`config.mk`:
```
export PLATFORM = sky130hd
export DESIGN_NAME = cnn_window_gen
export DESIGN_NICKNAME = d
export VERILOG_FILES = /design/src/rtl/cnn_window_gen.sv
export SDC_FILE = /design/constraint.sdc
export NUM_CORES = 1
export LEC_CHECK = 0
export ABC_AREA = 0
export CORE_MARGIN = 2
export CORE_UTILIZATION = 30
export CTS_CLUSTER_SIZE = 16
export DETAILED_ROUTE_END_ITERATION = 7
export PLACE_DENSITY = 0.5
export SLEW_MARGIN = 20
export SYNTH_ARGS = -nofsm -noshare
export SYNTH_HDL_FRONTEND = slang
export SYNTH_SLANG_ARGS = --single-unit
export TNS_END_PERCENT = 10
```
`constraint.sdc`:
```
create_clock -name clk -period 3.95 [get_ports clk]
set_clock_uncertainty 0.1 [all_clocks]
set_input_delay 0.79 -clock clk [delete_from_list [all_inputs] [get_ports clk]]
set_output_delay 0.79 -clock clk [all_outputs]
set_load 0.03 [all_outputs]
```
`src/rtl/cnn_window_gen.sv`:
```
// cnn_window_gen: builds a sliding 3x3 pixel window from a raster-order pixel
// stream for a CNN kernel MAC. Two line buffers hold the previous two rows;
// a 3x3 register window shifts one column left on every accepted pixel.
// One window is produced per accepted pixel once at least KY rows and KX
// columns have been seen (stride 1, no padding).
module cnn_window_gen #(
   parameter int KX     = 3,
   parameter int KY     = 3,
   parameter int I_F_BW = 8,
   parameter int IMG_W  = 8,
   parameter int IMG_H  = 8
) (
   input  logic                        clk,
   input  logic                        reset,
   input  logic                        i_soft_reset,
   input  logic                        i_run,
   input  logic                        i_in_valid,
   input  logic [I_F_BW-1:0]           i_in_pixel,
   output logic                        o_in_ready,
   output logic                        o_ot_valid,
   output logic [KX*KY*I_F_BW-1:0]     o_ot_fmap,
   output logic                        o_done
);

   localparam int CW = $clog2(IMG_W);
   localparam int RW = $clog2(IMG_H);

   localparam logic [CW-1:0] COL_LAST = CW'(IMG_W - 1);
   localparam logic [RW-1:0] ROW_LAST = RW'(IMG_H - 1);
   localparam logic [CW-1:0] COL_MIN  = CW'(KX - 1);
   localparam logic [RW-1:0] ROW_MIN  = RW'(KY - 1);

   typedef enum logic [1:0] {
      ST_IDLE,
      ST_RUN,
      ST_DONE
   } state_t;

   state_t              state;
   state_t              state_nxt;
   logic [CW-1:0]       col;
   logic [RW-1:0]       row;
   logic                accept;
   logic                last_pix;

   // Line buffers: lb_top holds row-2, lb_mid holds row-1.
   logic [I_F_BW-1:0]   lb_top [IMG_W];
   logic [I_F_BW-1:0]   lb_mid [IMG_W];

   // Window registers: win[ky][kx], ky=0 oldest row, kx=0 leftmost column.
   logic [I_F_BW-1:0]   win [KY][KX];

   assign o_in_ready = (state == ST_RUN);
   assign o_done     = (state == ST_DONE);
   // Soft reset takes priority over a pixel presented on the same edge.
   assign accept     = i_in_valid & o_in_ready & ~i_soft_reset;
   assign last_pix   = accept & (row == ROW_LAST) & (col == COL_LAST);

   // State register.
   // NOTE: sequential state uses non-blocking assignments so every register
   // samples pre-edge values, independent of process evaluation order.
   always_ff @(posedge clk or posedge reset) begin
      if (reset) begin
         state <= ST_IDLE;
      end else begin
         state <= state_nxt;
      end
   end

   // Next-state logic: IDLE -> RUN on i_run, RUN -> DONE on the last pixel,
   // DONE -> IDLE after one cycle; i_run is ignored outside IDLE.
   // NOTE: the default assignment first keeps this block free of latches.
   always_comb begin
      state_nxt = state;
      if (i_soft_reset) begin
         state_nxt = ST_IDLE;
      end else begin
         case (state)
            ST_IDLE: if (i_run)    state_nxt = ST_RUN;
            ST_RUN:  if (last_pix) state_nxt = ST_DONE;
            ST_DONE: state_nxt = ST_IDLE;
            default: state_nxt = ST_IDLE;
         endcase
      end
   end

   // Raster position of the next pixel; cleared when a frame starts.
   always_ff @(posedge clk or posedge reset) begin
      if (reset) begin
         col <= '0;
         row <= '0;
      end else if (i_soft_reset) begin
         col <= '0;
         row <= '0;
      end else if ((state == ST_IDLE) && i_run) begin
         col <= '0;
         row <= '0;
      end else if (accept) begin
         if (col == COL_LAST) begin
            col <= '0;
            row <= row + 1'b1;
         end else begin
            col <= col + 1'b1;
         end
      end
   end

   // Line buffer update: each column moves down one row per accepted pixel.
   // NOTE: line buffers are deliberately not reset; stale data from a previous
   // frame is never visible because windows are suppressed until row >= 2.
   always_ff @(posedge clk) begin
      if (accept) begin
         lb_top[col] <= lb_mid[col];
         lb_mid[col] <= i_in_pixel;
      end
   end

   // Window shift: drop the leftmost column, load the new right column.
   always_ff @(posedge clk or posedge reset) begin
      if (reset) begin
         for (int ky = 0; ky < KY; ky++) begin
            for (int kx = 0; kx < KX; kx++) begin
               win[ky][kx] <= '0;
            end
         end
      end else if (i_soft_reset) begin
         for (int ky = 0; ky < KY; ky++) begin
            for (int kx = 0; kx < KX; kx++) begin
               win[ky][kx] <= '0;
            end
         end
      end else if (accept) begin
         for (int ky = 0; ky < KY; ky++) begin
            for (int kx = 0; kx < KX - 1; kx++) begin
               win[ky][kx] <= win[ky][kx+1];
            end
         end
         win[0][KX-1]    <= lb_top[col];
         win[1][KX-1]    <= lb_mid[col];
         win[KY-1][KX-1] <= i_in_pixel;
      end
   end

   // Window valid: registered one cycle after an accept with a full window.
   always_ff @(posedge clk or posedge reset) begin
      if (reset) begin
         o_ot_valid <= 1'b0;
      end else if (i_soft_reset) begin
         o_ot_valid <= 1'b0;
      end else begin
         o_ot_valid <= accept && (row >= ROW_MIN) && (col >= COL_MIN);
      end
   end

   // Pack the window for the MAC: slot ky*KX+kx at [slot*I_F_BW +: I_F_BW].
   always_comb begin
      o_ot_fmap = '0;
      for (int ky = 0; ky < KY; ky++) begin
         for (int kx = 0; kx < KX; kx++) begin
            o_ot_fmap[(ky*KX+kx)*I_F_BW +: I_F_BW] = win[ky][kx];
         end
      end
   end

endmodule

```
==> results.md <==
- Detailed-route wire length: 18,800 um
- Clock buffers created by TritonCTS: 24
- Max Transition Viols Final: 0
- Source-to-sink clock delay at the later pin of the worst-skew pair: ~0.5 ns
- DRC violation count after routing: 0
- Area fraction of the dominant cell type after synthesis: 0.459
- Post-Syn Area: approximately 8400 um^2
- Clock transition at the registers of the reported paths: 0.06 ns
- Peak supply drop: 0.277 mV
- Setup violations, final: 0
- Final layout net count: a little over 700
- Min-Delay Path Class: reg2reg
- Hold violation total from the final report: 0
- Number of global-route vias before repair: between 5,000 and 6,000
- Share of async-settable or async-resettable flops after synthesis: 0.388
- Detailed-route via count: about 5,200
- Routed via count divided by cell count: roughly 4.7
- Number of storage elements in the synthesis netlist: 209
- Sw Pwr: 1.01 mW
- CP Launch Type: register
- Power Internal: 3.73 mW
- DR pass1 iterations: 4
- Most frequent cells after synthesis: 128 x sky130_fd_sc_hd__edfxtp_1, 116 x sky130_fd_sc_hd__nand2_1, 81 x sky130_fd_sc_hd__dfrtp_1, 73 x sky130_fd_sc_hd__a21oi_1, 28 x sky130_fd_sc_hd__mux2i_1
- Sequential-to-total area share from yosys stat: 0.701
- Number of warnings reported in the yosys synthesis log: 0
- Detail-routed net length per standard cell: approximately 17 um
- Number of enable flip-flop cells after synthesis: 128
- Cell type with the largest total area after synthesis: sky130_fd_sc_hd__edfxtp_1
- Signal arrival time at the worst endpoint: between 1.5 and 2 ns
- Congestion Overflow GR: 0
- Effective utilization at floorplan: 0.303
- Cell types occupying the most area after synthesis: sky130_fd_sc_hd__edfxtp_1 46%, sky130_fd_sc_hd__dfrtp_1 24%, sky130_fd_sc_hd__nand2_1 5.2%
- Antenna cell count: 0
- Routability congestion estimate: just over 0.7
- Power density over cell area: approximately 450 nW/um^2
- Slew of the pin with the lowest slew margin: ~0.89 ns
- Cell count after synthesis: 612
- Fraction of layout cells with a size suffix above 1: 0.137
- Placement row count: between 60 and 70
- Clk sinks: 209
- Library cell with the highest instance count after synthesis: sky130_fd_sc_hd__edfxtp_1
- Final setup margin: roughly 1.3 ns
- Pin count of the biggest net entering global routing: between 70 and 80
- Total global-route track usage: 0.127
- Average footprint of a synthesized cell: ~14 um^2
- Switching share of power: 0.213
- Die Footprint: between 20,000 and 30,000 um^2
- Status: finished, final reports clean
- Max-cap check violation count: 0
- Worst endpoint required time: roughly 3 ns
- Initial detailed-routing violation count: between 400 and 500
- CTS Root Buffer Type: sky130_fd_sc_hd__clkbuf_16
- P&R area growth vs syn: 24.5%
- Unrepaired setup endpoints after global routing: no
- Path type of the worst setup path: reg2out
- Upper clock frequency limit: approximately 0.37 GHz
- DIE WIDTH: roughly 170 um
- Static leakage: 3.60 nW
- I/O pin count: between 80 and 90
- Commonest register cell after synthesis: sky130_fd_sc_hd__edfxtp_1
- HPWL reported at the end of detailed placement: approximately 12,000 um
- Clock period minus final worst setup slack: between 2 and 3 ns
- Unique masters post-synth: 47
- Post-CTS Setup Inserts: 0
- Slew margin rel.: 0.404
- Post_cts resized: 0
- Antenna violations before repair: 0
- Logic pwr share: 0.049
- Post-route clock period utilization: 0.678
- Input/output buffers: 87
- Nets in the synthesized netlist: 630
- Sequential group share of total power: 0.500
- Longest Clk Path Bufs: 3
- Hold-fix buffers at CTS: 0
- Sum of negative setup slack: 0 ns
- Part of the power in the clock network: 0.451
- Critical path peak fanout: 6
- Maximum level of the CTS H-tree: 1
- Post-DRT Antenna Nets: 0
- TritonCTS clock tree: done
- Post-place setup slack: between 1 and 1.5 ns
- Core ar.: 27,600 um^2
- Global-route wire length before repair: 29,100 um
- Floorplan die height: 171 um
- Worst Setup End Kind: primary output
power groups by stage:
stage	clock (mW)	sequential (mW)	combinational (mW)
after detailed placement	0	2.42	0.235
after global routing	2.28	2.38	0.255
after global placement	0	2.42	0.228
after CTS	2.19	2.37	0.236
final	2.14	2.37	0.231
after floorplan	0	2.44	0.106
layer usage:
layer,global-route usage,wire [um]
met5,0,0
met4,0.0295,388
met3,0.0217,910
met2,0.204,8600
met1,0.181,8890
path summary, 6_finish.rpt:
| check | startpoint | endpoint | slack [ns] | cells past startpoint |
|---|---|---|---|---|
| max | state[1]$_DFFE_PP0P_ | o_done | 1.27 | 2 |
| min | o_ot_fmap[24]$_DFFE_PP0P_ | o_ot_fmap[24]$_DFFE_PP0P_ | 0.42 | 2 |
| max reg2reg | col[2]$_DFFE_PP0P_ | o_ot_fmap[20]$_DFFE_PP0P_ | 1.34 | 6 |
| min reg2reg | o_ot_fmap[24]$_DFFE_PP0P_ | o_ot_fmap[24]$_DFFE_PP0P_ | 0.42 | 2 |
| max in group asynchronous | reset | o_ot_fmap[5]$_DFFE_PP0P_ | 2.55 | 3 |
| min in group asynchronous | reset | o_ot_fmap[27]$_DFFE_PP0P_ | 0.47 | 2 |
area by class of cell:
| cell class | instances | area (um^2) |
|---|---|---|
| Inverter | 3 | 12.5 |
| Timing Repair Buffer | 108 | 1020 |
| Clock inverter | 4 | 18.8 |
| Clock buffer | 40 | 763 |
| Fill cell | 2643 | 17200 |
| Sequential cell | 209 | 5870 |
| Tap cell | 378 | 473 |
| Multi-Input combinational cell | 359 | 2260 |
critical path, cell delays in order, from the launching register on:
cell	delay, ns
sky130_fd_sc_hd__dfrtp_1	0.45
sky130_fd_sc_hd__nor2b_1	0.15
sky130_fd_sc_hd__clkdlybuf4s50_1	0.68
flip-flops by register name, indices dropped and copies added (netlist names):
name	cells
col	3
lb_mid	64
lb_top	64
o_ot_fmap	72
o_ot_valid	1
row	3
state	2
logic make-up after synthesis:
family,after synthesis,share of synthesized area
buffers and inverters,44,0.0326
flip-flops,209,0.701
multiplexers,50,0.0689
AO/OA/AOI/OAI,128,0.0979
AND/OR/NAND/NOR,176,0.0922
adder cells (fa/ha/maj),5,0.00747
cells in the final DEF, fill, tap and decap left out, types with 3 or more instances in the layout:
| cell | count |
|---|---|
| sky130_fd_sc_hd__a211oi_1 | 15 |
| sky130_fd_sc_hd__o21ai_0 | 7 |
| sky130_fd_sc_hd__nor3_1 | 4 |
| sky130_fd_sc_hd__mux2_2 | 18 |
| sky130_fd_sc_hd__nor2_1 | 19 |
| sky130_fd_sc_hd__ha_1 | 5 |
| sky130_fd_sc_hd__clkbuf_16 | 26 |
| sky130_fd_sc_hd__nor2b_1 | 5 |
| sky130_fd_sc_hd__buf_4 | 21 |
| sky130_fd_sc_hd__edfxtp_1 | 128 |
| sky130_fd_sc_hd__a221oi_2 | 5 |
| sky130_fd_sc_hd__a22o_1 | 6 |
| sky130_fd_sc_hd__a221oi_1 | 6 |
| sky130_fd_sc_hd__mux4_2 | 3 |
| sky130_fd_sc_hd__mux2i_1 | 28 |
| sky130_fd_sc_hd__nand2b_1 | 5 |
| sky130_fd_sc_hd__clkdlybuf4s50_1 | 86 |
| sky130_fd_sc_hd__clkinv_2 | 4 |
| sky130_fd_sc_hd__o22ai_1 | 7 |
| sky130_fd_sc_hd__nand2_1 | 116 |
| sky130_fd_sc_hd__nor3_2 | 5 |
| sky130_fd_sc_hd__nand3b_1 | 7 |
| sky130_fd_sc_hd__dfrtp_1 | 80 |
| sky130_fd_sc_hd__a21oi_1 | 73 |
| sky130_fd_sc_hd__clkbuf_8 | 6 |
| sky130_fd_sc_hd__clkbuf_1 | 8 |
per-stage QoR:
| stage | utilization | instance area [um^2] | std cells | hold slack (ns) | total power, mW |
|---|---|---|---|---|---|
| floorplan | - | 8370 | 612 | 0.389 | 2.55 |
| global placement | 0.349 | 9650 | 1057 | 0.411 | 2.64 |
| detailed placement | 0.349 | 9650 | 1057 | 0.416 | 2.65 |
| CTS | 0.377 | 10400 | 1101 | 0.424 | 4.80 |
| global route | 0.377 | 10400 | 1101 | 0.452 | 4.91 |
| finish | 0.377 | 10400 | 1101 | 0.418 | 4.74 |
Note: power is estimated with default switching activity, not from simulation.
